`config.mk`:
```
export PLATFORM = sky130hd
export DESIGN_NAME = jtag_host_driver
export DESIGN_NICKNAME = d
export VERILOG_FILES = /design/src/rtl/jtag_host_pkg.sv /design/src/rtl/jtag_tck_gen.sv /design/src/rtl/jtag_host_driver.sv
export SDC_FILE = /design/constraint.sdc
export NUM_CORES = 1
export LEC_CHECK = 0
export CORE_MARGIN = 2
export CORE_UTILIZATION = 55
export DETAILED_ROUTE_END_ITERATION = 10
export PLACE_DENSITY = 0.81
export SLEW_MARGIN = 20
export SYNTH_ARGS = -nofsm -noshare
export SYNTH_HDL_FRONTEND = slang
export SYNTH_HIERARCHICAL = 1
export SYNTH_SLANG_ARGS = --single-unit
```
`constraint.sdc`:
```
create_clock -name sys_clk_i -period 9.73 [get_ports sys_clk_i]
set_input_delay 1.4595 -clock sys_clk_i [delete_from_list [all_inputs] [get_ports sys_clk_i]]
set_output_delay 1.4595 -clock sys_clk_i [all_outputs]
set_load 0.005 [all_outputs]
```
`src/rtl/jtag_host_pkg.sv`:
```
// rtl/jtag_host_pkg.sv - shared types and TMS walk sequences for the JTAG host driver
package jtag_host_pkg;

    typedef enum logic [1:0] {
        OP_TAP_RESET = 2'd0,
        OP_SCAN_IR   = 2'd1,
        OP_SCAN_DR   = 2'd2,
        OP_IDLE_CLKS = 2'd3
    } jtag_op_t;

    typedef enum logic [2:0] {
        ST_IDLE,
        ST_TRST,
        ST_PRE,
        ST_SHIFT,
        ST_POST,
        ST_RESP
    } host_state_t;

    localparam int SEQ_W = 6;

    // TMS walks are sent LSB first, one bit per tck
    localparam logic [SEQ_W-1:0] TMS_RESET      = 6'b011111;
    localparam int               TMS_RESET_LEN  = 6;
    localparam logic [SEQ_W-1:0] TMS_PRE_IR     = 6'b000011;
    localparam int               TMS_PRE_IR_LEN = 4;
    localparam logic [SEQ_W-1:0] TMS_PRE_DR     = 6'b000001;
    localparam int               TMS_PRE_DR_LEN = 3;
    localparam logic [SEQ_W-1:0] TMS_POST       = 6'b000001;
    localparam int               TMS_POST_LEN   = 2;

endpackage

```
`src/rtl/jtag_tck_gen.sv`:
```
// rtl/jtag_tck_gen.sv - tck divider: low phase then high phase, DIV sys_clk cycles each
module jtag_tck_gen #(
    parameter int DIV = 4
) (
    input  logic clk_i,
    input  logic rst_i,
    input  logic run_i,
    output logic tck_o,
    output logic rise_stb_o,
    output logic fall_stb_o
);
    localparam int CW = (DIV > 1) ? $clog2(DIV) : 1;

    logic [CW-1:0] cnt_q, cnt_d;
    logic          tck_q, tck_d;
    logic          wrap;

    assign wrap = run_i && (cnt_q == CW'(DIV - 1));

    always_comb begin
        cnt_d = cnt_q;
        tck_d = tck_q;
        if (!run_i) begin
            cnt_d = '0;
            tck_d = 1'b0;
        end else if (wrap) begin
            cnt_d = '0;
            tck_d = ~tck_q;
        end else begin
            cnt_d = cnt_q + CW'(1);
        end
    end

    always_ff @(posedge clk_i or posedge rst_i) begin
        if (rst_i) begin
            cnt_q <= '0;
            tck_q <= 1'b0;
        end else begin
            cnt_q <= cnt_d;
            tck_q <= tck_d;
        end
    end

    // strobes mark the sys_clk cycle whose closing edge moves tck
    assign rise_stb_o = wrap && !tck_q;
    assign fall_stb_o = wrap && tck_q;
    assign tck_o      = tck_q;

endmodule

```
`src/rtl/jtag_host_driver.sv`:
```
// rtl/jtag_host_driver.sv - JTAG host command engine; JTAG_HOST_AUTO_RESET_EN self-issues a TAP reset after reset
module jtag_host_driver
    import jtag_host_pkg::*;
#(
    parameter int DIV     = 4,
    parameter int MAX_LEN = 32,
    parameter int LEN_W   = $clog2(MAX_LEN + 1)
) (
    input  logic               sys_clk_i,
    input  logic               reset_i,
    input  logic               cmd_valid_i,
    output logic               cmd_ready_o,
    input  logic [1:0]         cmd_op_i,
    input  logic [LEN_W-1:0]   cmd_len_i,
    input  logic [MAX_LEN-1:0] cmd_data_i,
    output logic               rsp_valid_o,
    output logic [MAX_LEN-1:0] rsp_data_o,
    output logic               tck_o,
    output logic               tms_o,
    output logic               tdi_o,
    output logic               trst_o,
    input  logic               tdo_i
);
    localparam int TW = $clog2(2 * DIV + 1);
`ifdef JTAG_HOST_AUTO_RESET_EN
    localparam logic AUTO_INIT = 1'b1;
`else
    localparam logic AUTO_INIT = 1'b0;
`endif

    host_state_t        state_q, state_d;
    jtag_op_t           op_q, op_d, new_op;
    logic [LEN_W-1:0]   len_q, len_d, bit_q, bit_d, len_clamp, cap_shift;
    logic [MAX_LEN-1:0] data_q, data_d, cap_q, cap_d, rsp_q, rsp_d;
    logic [SEQ_W-1:0]   seq_q, seq_d, pre_seq;
    logic [2:0]         seq_cnt_q, seq_cnt_d, pre_cnt;
    logic [TW-1:0]      trst_cnt_q, trst_cnt_d;
    logic               tms_q, tms_d, tdi_q, tdi_d, trst_q, trst_d, auto_q, auto_d;
    logic               run, rise, fall, start;

    jtag_tck_gen #(.DIV(DIV)) u_tck_gen (
        .clk_i      (sys_clk_i),
        .rst_i      (reset_i),
        .run_i      (run),
        .tck_o      (tck_o),
        .rise_stb_o (rise),
        .fall_stb_o (fall)
    );

    assign run         = (state_q == ST_PRE) || (state_q == ST_SHIFT) || (state_q == ST_POST);
    assign cmd_ready_o = ((state_q == ST_IDLE) || (state_q == ST_RESP)) && !auto_q;
    assign rsp_valid_o = (state_q == ST_RESP) && !auto_q;
    assign start       = (cmd_valid_i && cmd_ready_o) || ((state_q == ST_IDLE) && auto_q);
    assign new_op      = auto_q ? OP_TAP_RESET : jtag_op_t'(cmd_op_i);
    assign len_clamp   = (cmd_len_i > LEN_W'(MAX_LEN)) ? LEN_W'(MAX_LEN) : cmd_len_i;
    assign pre_seq     = (new_op == OP_SCAN_IR) ? TMS_PRE_IR : TMS_PRE_DR;
    assign pre_cnt     = (new_op == OP_SCAN_IR) ? 3'(TMS_PRE_IR_LEN - 1) : 3'(TMS_PRE_DR_LEN - 1);
    // tdo enters at the MSB, so the first captured bit ends up MAX_LEN-len places up
    assign cap_shift   = LEN_W'(MAX_LEN) - len_q;

    always_comb begin
        state_d    = state_q;
        op_d       = op_q;
        len_d      = len_q;
        bit_d      = bit_q;
        data_d     = data_q;
        cap_d      = cap_q;
        rsp_d      = rsp_q;
        seq_d      = seq_q;
        seq_cnt_d  = seq_cnt_q;
        trst_cnt_d = trst_cnt_q;
        tms_d      = tms_q;
        tdi_d      = tdi_q;
        trst_d     = trst_q;
        auto_d     = auto_q;
        case (state_q)
            ST_IDLE, ST_RESP: begin
                if (state_q == ST_RESP) begin
                    state_d = ST_IDLE;
                    auto_d  = 1'b0;
                end
                if (start) begin
                    op_d   = new_op;
                    len_d  = len_clamp;
                    data_d = cmd_data_i;
                    cap_d  = '0;
                    bit_d  = '0;
                    if (new_op == OP_TAP_RESET) begin
                        state_d    = ST_TRST;
                        trst_d     = 1'b0;
                        trst_cnt_d = '0;
                    end else if (len_clamp == '0) begin
                        state_d = ST_RESP;
                        rsp_d   = '0;
                    end else if (new_op == OP_IDLE_CLKS) begin
                        state_d = ST_SHIFT;
                    end else begin
                        state_d   = ST_PRE;
                        tms_d     = pre_seq[0];
                        seq_d     = pre_seq >> 1;
                        seq_cnt_d = pre_cnt;
                    end
                end
            end
            ST_TRST: begin
                if (trst_cnt_q == TW'(2 * DIV - 1)) begin
                    trst_d    = 1'b1;
                    state_d   = ST_PRE;
                    tms_d     = TMS_RESET[0];
                    seq_d     = TMS_RESET >> 1;
                    seq_cnt_d = 3'(TMS_RESET_LEN - 1);
                end else begin
                    trst_cnt_d = trst_cnt_q + TW'(1);
                end
            end
            ST_PRE, ST_POST: begin
                if (fall) begin
                    if (seq_cnt_q != '0) begin
                        tms_d     = seq_q[0];
                        seq_d     = seq_q >> 1;
                        seq_cnt_d = seq_cnt_q - 3'd1;
                    end else if ((state_q == ST_POST) || (op_q == OP_TAP_RESET)) begin
                        state_d = ST_RESP;
                        tms_d   = 1'b0;
                        rsp_d   = cap_q >> cap_shift;
                    end else begin
                        state_d = ST_SHIFT;
                        tms_d   = (len_q == LEN_W'(1));
                        tdi_d   = data_q[0];
                    end
                end
            end
            ST_SHIFT: begin
                if (rise && (op_q != OP_IDLE_CLKS)) begin
                    cap_d = {tdo_i, cap_q[MAX_LEN-1:1]};
                end
                if (fall) begin
                    if (bit_q == len_q - LEN_W'(1)) begin
                        tdi_d = 1'b0;
                        if (op_q == OP_IDLE_CLKS) begin
                            state_d = ST_RESP;
                            rsp_d   = '0;
                        end else begin
                            state_d   = ST_POST;
                            tms_d     = TMS_POST[0];
                            seq_d     = TMS_POST >> 1;
                            seq_cnt_d = 3'(TMS_POST_LEN - 1);
                        end
                    end else begin
                        bit_d  = bit_q + LEN_W'(1);
                        data_d = data_q >> 1;
                        if (op_q != OP_IDLE_CLKS) begin
                            tms_d = ((bit_q + LEN_W'(2)) == len_q);
                            tdi_d = data_q[1];
                        end
                    end
                end
            end
            default: state_d = ST_IDLE;
        endcase
    end

    always_ff @(posedge sys_clk_i or posedge reset_i) begin
        if (reset_i) begin
            state_q    <= ST_IDLE;
            op_q       <= OP_TAP_RESET;
            len_q      <= '0;
            bit_q      <= '0;
            data_q     <= '0;
            cap_q      <= '0;
            rsp_q      <= '0;
            seq_q      <= '0;
            seq_cnt_q  <= '0;
            trst_cnt_q <= '0;
            tms_q      <= 1'b0;
            tdi_q      <= 1'b0;
            trst_q     <= 1'b1;
            auto_q     <= AUTO_INIT;
        end else begin
            state_q    <= state_d;
            op_q       <= op_d;
            len_q      <= len_d;
            bit_q      <= bit_d;
            data_q     <= data_d;
            cap_q      <= cap_d;
            rsp_q      <= rsp_d;
            seq_q      <= seq_d;
            seq_cnt_q  <= seq_cnt_d;
            trst_cnt_q <= trst_cnt_d;
            tms_q      <= tms_d;
            tdi_q      <= tdi_d;
            trst_q     <= trst_d;
            auto_q     <= auto_d;
        end
    end

    assign tms_o      = tms_q;
    assign tdi_o      = tdi_q;
    assign trst_o     = trst_q;
    assign rsp_data_o = rsp_q;

endmodule
```
==> impl_metrics.csv, run 1 <==
group,metric,value,unit
run_status,outcome,"finished, final reports clean",
timing,hold_slack,0.4435,ns
timing,finalSetupViolCount,0,
setup_path,worst_ep_arrival_time,4.56,ns
global_route,antenna_found_initial,0,
global_route,grt.overflow.total,0,
hold_path,hp-class,"flop to flop",
clocking,clk_pin_slew,0.06,ns
finish,drive_gt1_share,8.502,%
synthesis,synth_top_area_share,41.45,%
clocking,clk_path_buf_depth,2,
global_route,grt_use_total,25.74,%
floorplanning,die_w,123.0,µm
setup_path,cp-start-kind,"flop",
setup_path,worst-r2r-cell-count,11,
finish,fill_cells,1148,
timing,hold_viol,0,
global_route,grt_pass1_wl,30850,µm
clocking,cts_buffers,17,
floorplanning,rows,43,
power,power_density,319.8,nW/µm²
placed_design,gp_congestion,0.9488,
setup_path,regToRegSetupSlack,5.51,ns
floorplanning,io-pin-count,82,
floorplanning,core_area,13880,µm²
setup_path,critPathSlowestCell,"dfrtp_2",
clocking,h-tree-depth,4,
clocking,postCtsResizedCells,0,
setup_path,rr_endpoint,"data_q[8]",
route,drtIter0Drc,733,
route,first_pass_iters,5,
synthesis,async_flop_share,100.0,%
hold_path,min-delay-start,"u_tck_gen/cnt_q[0]",
timing,max_slew_margin,35.57,%
timing,slew_viol_final,0,
setup_path,crit_start,"len_q[0]",
synthesis,ys_types,66,
floorplanning,die_area,15130,µm²
route,ant_nets,0,
setup_path,cp_slowest_stage_delay,0.99,ns
setup_path,worstReg2RegStart,"len_q[0]",
timing,setup_tns,0,ns
synthesis,synth_edf_count,0,
placed_design,dp_hpwl,12450,µm
power,peakVddDrop,206.7,µV
power,p_leak,3.853,nW
synthesis,ys_ff_latch,130,
synthesis,syn-num-nets,982,
synthesis,synth_area_leaders,"dfrtp_1 (41%), nand2_1 (10%), o21ai_0 (5.4%)",
route,num_vias,6945,
run,max-cap-violations,0,
setup_path,critPathBufInv,3,
timing,period_needed,4.221,ns
setup_path,worstSetupEndpointType,"flop",
global_route,grt_max_degree,66,
route,wire_per_inst,15.83,µm
clocking,cts_root_buffer,"clkbuf_16",
synthesis,ys_warn_count,6,
synthesis,yosysMostFrequentCell,"nand2_1",
route,routed_wl,18490,µm
timing,worst_pin_slew,0.9665,ns
synthesis,synthCells,930,
clocking,cts_tree,"built",
timing,fmax,236.9,MHz
synthesis,synth_flop_cell,"dfrtp_1",
synthesis,netlist_top_cells_count,"nand2_1 (214), dfrtp_1 (129), nor2_1 (94)",
hold_path,hold_end,"u_tck_gen/cnt_q[0]",
finish,nNetsFinal,1027,
route,vias_per_cell,5.946,
finish,synthToLayoutAreaGrowth,18.08,%
clocking,cts.sink_count,130,
synthesis,syn_avg_cell_area,8.374,µm²
synthesis,synth_area,7787,µm²
setup_path,path_max_fanout,45,
global_route,grt_pass1_vias,6136,
setup_path,cpMostUsedCell,"buf_4",
clocking,holdBufCountCts,0,
synthesis,ys_seq_area_share,41.79,%
power,total_power,2.941,mW
clocking,clk_latency,0.43,ns
hold_path,whs_path_depth,1,
setup_path,critical_path_class,"flop to flop",
floorplanning,start_util,56.10,%
synthesis,yosysTopAreaCell,"dfrtp_1",
placed_design,port_buffers,81,
route,drc,0,
setup_path,cp.required,10.07,ns
timing,rsz0062_at_grt,"no",
timing,timing.final.crit_share,43.38,%
setup_path,cpLargestDelayFamily,"compound AO/OA/AOI/OAI gates",
clocking,post_cts_buffers,0,
timing,skew,0.005241,ns
floorplanning,die_h,123.0,µm
setup_path,worstPathCellList,"inv_1 > ha_1 > buf_4 > xor2_1 > o211ai_1 > a21oi_2 > a31oi_4 > a21o_1 > buf_4 > nor2_1 > a31oi_1",
finish,num_antenna_cells,0,
per-stage QoR:
step / cells / instance area, µm² / setup WS (ns) / util, %
floorplan: 930 / 7787 / 4.888 / -
global placement: 1136 / 8651 / 5.682 / 62.32
detailed placement: 1136 / 8651 / 5.545 / 62.32
CTS: 1168 / 9193 / 5.516 / 66.23
global route: 1168 / 9195 / 5.156 / 66.24
finish: 1168 / 9195 / 5.509 / 66.24
power breakdown:
group          switching [mW]  internal (mW)  total [mW]
Sequential              0.172          0.701       0.873
Clock                   0.242          0.339       0.581
Combinational           0.914          0.573        1.49
Total                    1.33           1.61        2.94
cells in the final DEF, fill, tap and decap left out, drive strengths merged, types with 16 or more instances in the layout:
master,count
nand3,21
dfrtp,129
inv,28
mux2i,32
nand2,215
clkbuf,21
a21oi,41
o21ai,84
clkdlybuf4s50,81
a31oi,42
mux2,16
nor2,94
per-layer routing:
| layer | wire [µm] | up-vias | GRT usage (%) |
|---|---|---|---|
| li1 | - | 3379 | - |
| met1 | 8499 | 3306 | 37.84 |
| met2 | 8572 | 237 | 38.85 |
| met3 | 1170 | 23 | 4.751 |
| met4 | 248 | 0 | 7.955 |
| met5 | 0 | - | 0 |
worst max path at each step:
stage | endpoint | slack (ns) | cells past startpoint
after floorplan | bit_q[0] | 4.89 | 1
after global placement | data_q[5] | 5.68 | 6
after detailed placement | data_q[4] | 5.55 | 11
after CTS | data_q[4] | 5.52 | 11
after global routing | data_q[9] | 5.16 | 11
final | data_q[8] | 5.51 | 11
kinds of logic after synthesis:
logic type                 Yosys count  synth area share [%]
and+or+nand+nor                    389                 21.66
AOI/OAI and AO/OA                  237                 18.98
DFF                                130                 41.79
muxes                               57                 9.030
buffers and inverters               91                 4.997
xor gates and xnor gates            18                 2.265
adders and majority gates            8                 1.285
area by class of cell:
cell class	count	area, µm²	area share, %
sequential	130	3256	35.41
multi-input combinational	709	4190	45.57
tap	180	225.2	2.449
clock inverter	11	81.33	0.8845
timing repair buffer	90	878.3	9.552
inverter	27	103.9	1.129
clock buffer	21	460.4	5.007
sequential cells by signal, summed over array words and instances (netlist names):
register         flops
cap_q               32
data_q              32
rsp_data_o          32
bit_q                6
len_q                6
seq_q                4
trst_cnt_q           4
seq_cnt_q            3
state_q              3
op_q                 2
u_tck_gen/cnt_q      2
tdi_o                1
tms_o                1
trst_o               1
u_tck_gen/tck_o      1
No activity file was read; power rests on OpenSTA's default activity.
==> run 2, diff against run 1 <==
==> constraint.sdc (replaced) <==
create_clock -name sys_clk_i -period 3.9 [get_ports sys_clk_i]
set_input_delay 0.585 -clock sys_clk_i [delete_from_list [all_inputs] [get_ports sys_clk_i]]
set_output_delay 0.585 -clock sys_clk_i [all_outputs]
set_load 0.005 [all_outputs]
==> run 2 against run 1 <==
  * Register-to-register slack worse by 4.9 ns
  * First-iteration DRC count decreased by 21%
  * Via count is 0.82% higher
  * Count of clock-buffer cells in the layout fell by 4
  * Power grew to 2.6 times the previous value
  * Combinational power rose to 2.6 times the previous value
  * Die area did not move
  * Routed wire length rose by 3.2%
  * Non-clock buffer count rose by 13
  * Flip-flop and latch count did not move
  * Worst hold slack lost 0.034 ns
  * Fmax rose by 27%
  * Critical path type unchanged
  * Largest power group unchanged
  * Highest routed layer unchanged
==> impl_metrics.csv, run 2 (synthesis results as in run 1) <==
group,metric,value,unit
global_route,grt.overflow.total,0,
setup_path,critPathSlowestCell,"or3_1",
route,ant_nets,0,
setup_path,worstSetupEndpointType,"flop",
timing,skew,0.009479,ns
global_route,grt_max_degree,65,
finish,multi_input_comb_area,4188,µm²
timing,worst_pin_slew,0.7594,ns
global_route,grt_pass1_vias,6416,
setup_path,rr_endpoint,"seq_cnt_q[0]",
route,wire_per_inst,16.16,µm
timing,max_slew_margin,49.27,%
placed_design,port_buffers,81,
global_route,grt_pass1_wl,32600,µm
setup_path,worstReg2RegStart,"state_q[1]",
setup_path,cp.required,4.23,ns
power,p_leak,3.940,nW
setup_path,critPathBufInv,0,
hold_path,hp-class,"input pin to async pin",
finish,fill_cells,1118,
clocking,postCtsResizedCells,0,
route,drtIter0Drc,581,
clocking,post_cts_buffers,0,
global_route,antenna_found_initial,0,
clocking,cts_root_buffer,"clkbuf_16",
finish,nNetsFinal,1040,
power,total_power,7.550,mW
clocking,cts_tree,"built",
run,max-cap-violations,0,
floorplanning,core_area,13880,µm²
finish,layout_common_cells,"nand2_1 (214), dfrtp_1 (128), nor2_1 (93), o21ai_0 (84), clkdlybuf4s50_1 (81)",
route,routed_wl,19090,µm
setup_path,critical_path_class,"flop to flop",
setup_path,worstPathCellList,"nand2b_1 > o21ai_0 > and3_2 > o21bai_1 > a222oi_1 > nand3_1 > or3_1 > o21bai_1 > a221oi_1",
run_status,outcome,"finished, final reports clean",
setup_path,worst-r2r-cell-count,9,
setup_path,cp_slowest_stage_delay,0.52,ns
route,drc,0,
setup_path,path_max_fanout,13,
timing,slew_viol_final,0,
clocking,clk_pin_slew,0.06,ns
timing,fmax,302.0,MHz
setup_path,cpLargestDelayFamily,"simple AND/OR/NAND/NOR gates",
finish,final-seq-area,3256,µm²
setup_path,worst_ep_arrival_time,3.64,ns
clocking,h-tree-depth,4,
setup_path,regToRegSetupSlack,0.59,ns
power,peakVddDrop,444.6,µV
floorplanning,die_h,123.0,µm
timing,period_needed,3.311,ns
floorplanning,start_util,56.10,%
finish,final_common_cell,"nand2_1",
placed_design,dp_hpwl,13200,µm
finish,drive_gt1_share,9.790,%
setup_path,cpMostUsedCell,"o21bai_1",
timing,setup_tns,0,ns
clocking,holdBufCountCts,0,
timing,timing.final.crit_share,84.90,%
finish,num_antenna_cells,0,
floorplanning,die_w,123.0,µm
floorplanning,io-pin-count,82,
clocking,cts_buffers,17,
clocking,clk_path_buf_depth,2,
power,power_density,807.6,nW/µm²
floorplanning,rows,43,
clocking,cts.sink_count,130,
timing,rsz0062_at_grt,"no",
route,first_pass_iters,6,
clocking,clk_latency,0.43,ns
setup_path,cp-start-kind,"flop",
route,vias_per_cell,5.929,
timing,finalSetupViolCount,0,
finish,synthToLayoutAreaGrowth,20.05,%
timing,hold_viol,0,
global_route,grt_use_total,27.12,%
route,num_vias,7002,
placed_design,gp_congestion,0.9354,
floorplanning,die_area,15130,µm²
[run 2: changes by cell type in the layout (fill, tap and decap cells not counted), moves of 2 or more]
cell / before / now
buf_4: 9 / 21
clkbuf_1: 2 / 0
clkbuf_8: 2 / 0
clkinv_2: 3 / 0
clkinv_4: 3 / 0
clkinv_8: 0 / 3
inv_6: 2 / 6
inv_8: 0 / 4
[run 2: worst max-delay path by stage]
stage / from / to / cells after the start
floorplan: len_q[0] / seq_cnt_q[0] / 14
detailed placement: state_q[1] / seq_cnt_q[0] / 9
global route: state_q[1] / seq_cnt_q[0] / 9
finish: state_q[1] / seq_cnt_q[0] / 9
CTS: state_q[1] / seq_cnt_q[0] / 9
global placement: state_q[1] / seq_cnt_q[0] / 9
[run 2: per-stage QoR]
step	utilization (%)	instance area (µm²)	cells	setup slack [ns]	hold WS, ns
final	67.35	9349	1181	0.5887	0.4096
after global routing	67.35	9349	1181	0.3404	0.4405
after CTS	67.35	9349	1181	0.6287	0.4056
after detailed placement	63.12	8762	1149	0.6646	0.4457
after global placement	63.12	8762	1149	0.8242	0.4294
after floorplan	-	7791	930	0.6276	0.3386
[run 2: power breakdown]
part,internal (mW),switching [mW]
Sequential,1.75,0.316
Clock,0.856,0.716
Combinational,1.49,2.42
Total,4.10,3.45
[run 2: metal layers]
layer  track usage (%)  vias to the layer above  share of wire [%]
li1                  -                     3379                  -
met1             39.41                     3331                 45
met2             41.54                      261                 47
met3             4.843                       31                6.2
met4             8.381                        0                1.7
met5                 0                        -                  0
[run 2: cell type report]
cell class / instances / area share, %
tap: 180 / 2.409
inverter: 27 / 1.124
clock buffer: 17 / 4.550
sequential: 130 / 34.82
multi-input combinational: 709 / 44.79
timing repair buffer: 103 / 10.57
clock inverter: 15 / 1.726
==> run 3, diff against run 2 <==
==> constraint.sdc (replaced) <==
create_clock -name sys_clk_i -period 3.25 [get_ports sys_clk_i]
set_input_delay 0.4875 -clock sys_clk_i [delete_from_list [all_inputs] [get_ports sys_clk_i]]
set_output_delay 0.4875 -clock sys_clk_i [all_outputs]
set_load 0.005 [all_outputs]
==> run 3 against run 2 <==
  * Count of clock-buffer cells in the layout grew 2
  * Fmax rose by 13%
  * Design area increased by 0.96%
  * Register-to-register slack got worse by 0.28 ns
  * Via count fell by 1.3%
  * Combinational power is 23% higher
  * Non-clock buffer count grew 7
  * Power up 21%
  * Core utilization rose by 0.65 points
  * First-iteration DRC count unchanged
  * Critical endpoint unchanged
  * Largest power group unchanged
  * Die area did not move
  * Global-route usage fell by 1.2 points
==> impl_metrics.csv, run 3 (synthesis results as in run 1) <==
group,metric,value,unit
placed_design,pre_cts_ws,0.3727,ns
finish,post-route-util,68.00,%
floorplanning,die_w,123.0,µm
power,total_power,9.170,mW
route,vias_per_cell,5.815,
finish,fin_cells,1188,
timing,hold_viol,0,
clocking,cts.sink_count,130,
floorplanning,io-pin-count,82,
route,routed_wl,18600,µm
setup_path,worstPathCellList,"nand2b_1 > o21ai_0 > and3_2 > o21bai_1 > a222oi_1 > nand3_1 > or3_1 > buf_4 > o41ai_1 > a221oi_1",
floorplanning,die_h,123.0,µm
finish,nNetsFinal,1047,
setup_path,critPathSlowestCell,"dfrtp_1",
route,met2WireLength,8395,µm
clocking,post_cts_buffers,0,
clocking,clk_pin_slew,0.06,ns
run_status,outcome,"finished, final reports clean",
timing,worst_pin_slew,0.7308,ns
global_route,grt_max_degree,128,
route,drtIter0Drc,581,
setup_path,cp.required,3.53,ns
global_route,grt_pass1_wl,31020,µm
floorplanning,rows,43,
setup_path,cp_slowest_stage_delay,0.50,ns
placed_design,dp_cells,1156,
finish,num_antenna_cells,0,
route,num_vias,6908,
setup_path,critical_path_class,"flop to flop",
finish,layout_common_cells,"nand2_1 (214), dfrtp_1 (128), nor2_1 (93), o21ai_0 (84), clkdlybuf4s50_1 (81)",
route,ant_nets,0,
timing,setup_tns,0,ns
finish,synthToLayoutAreaGrowth,21.21,%
timing,slew_viol_final,0,
timing,fmax,340.2,MHz
global_route,grt_pass1_vias,6281,
clocking,clk_path_buf_depth,2,
route,routed.top_layer,"met4",
clocking,postCtsResizedCells,0,
global_route,antenna_found_initial,0,
timing,period_needed,2.940,ns
clocking,h-tree-depth,4,
setup_path,worstSetupEndpointType,"flop",
route,dr_wl_met3,959,µm
global_route,grt.overflow.total,0,
power,p_leak,3.997,nW
timing,max_slew_margin,51.06,%
clocking,cts_root_buffer,"clkbuf_16",
setup_path,worst_ep_arrival_time,3.22,ns
clocking,cts_buffers,17,
power,power_density,971.5,nW/µm²
placed_design,dp_hpwl,12830,µm
setup_path,critPathBufInv,1,
hold_path,hp-class,"input pin to async pin",
route,wire_per_inst,15.66,µm
finish,final_common_cell,"nand2_1",
global_route,grt_use_total,25.94,%
setup_path,path_max_fanout,11,
clocking,cts_tree,"built",
power,peakVddDrop,609.6,µV
timing,setup_ws,0.3102,ns
floorplanning,die_area,15130,µm²
route,wl_met1,8926,µm
placed_design,gp_congestion,0.9850,
setup_path,cpLargestDelayFamily,"simple AND/OR/NAND/NOR gates",
finish,finalInstanceArea,9439,µm²
placed_design,port_buffers,81,
placed_design,dpl_cell_area,8840,µm²
clocking,clk_latency,0.42,ns
timing,finalSetupViolCount,0,
timing,hold_slack,0.3243,ns
run,max-cap-violations,0,
floorplanning,core_area,13880,µm²
route,first_pass_iters,5,
clocking,holdBufCountCts,0,
route,drc,0,
timing,rsz0062_at_grt,"no",
timing,skew,0.009418,ns
floorplanning,start_util,56.10,%
timing,timing.final.crit_share,90.46,%
setup_path,cp-start-kind,"flop",
finish,drive_gt1_share,10.42,%
[run 3: changes by cell type in the layout (fill, tap and decap cells not counted), sizes merged]
cell      before  now
inv           35   29
clkbuf        17   19
clkinv         4    8
bufinv         0    2
clkinvlp       3    1
buf           22   29
[run 3: power breakdown]
part           leakage, nW  internal [mW]  switching (mW)  total (mW)
Sequential            1.64           2.10           0.365        2.47
Clock                0.293           1.16           0.741        1.90
Combinational         2.07           1.88            2.92        4.80
Total                 4.00           5.14            4.03        9.17
[run 3: layer usage]
layer	GRT usage, %	vias to the layer above
met2	37.95	214
met5	0	-
li1	-	3404
met3	5.028	30
met1	38.23	3260
met4	9.872	0
[run 3: cell type report]
| type | instances | area, µm² |
|---|---|---|
| fillers | 1111 | 4442 |
| multi-input cells | 709 | 4195 |
| flip-flops and latches | 130 | 3256 |
| repair buffers | 110 | 1066 |
| clock buffers | 19 | 442.9 |
| well taps | 180 | 225.2 |
| clock inverters | 13 | 148.9 |
| inverters | 27 | 105.1 |
[run 3: path summary, 6_finish.rpt]
check	start	end	slack (ns)	cells after the start
worst max-delay path	state_q[1]	seq_cnt_q[0]	0.31	10
worst min-delay path	reset_i	u_tck_gen/tck_o	0.32	2
worst max register to register	state_q[1]	seq_cnt_q[0]	0.31	10
worst min register to register	u_tck_gen/cnt_q[0]	u_tck_gen/cnt_q[0]	0.44	1
max in group asynchronous	reset_i	seq_q[2]	2.06	3
min in group sys_clk_i	u_tck_gen/cnt_q[0]	u_tck_gen/cnt_q[0]	0.44	1
[run 3: worst register-to-register path, cell delays in order, from the launching register on]
cell	delay [ns]
dfrtp_1	0.50
nand2b_1	0.21
o21ai_0	0.22
and3_2	0.25
o21bai_1	0.06
a222oi_1	0.35
nand3_1	0.22
or3_1	0.41
buf_4	0.19
o41ai_1	0.26
a221oi_1	0.13
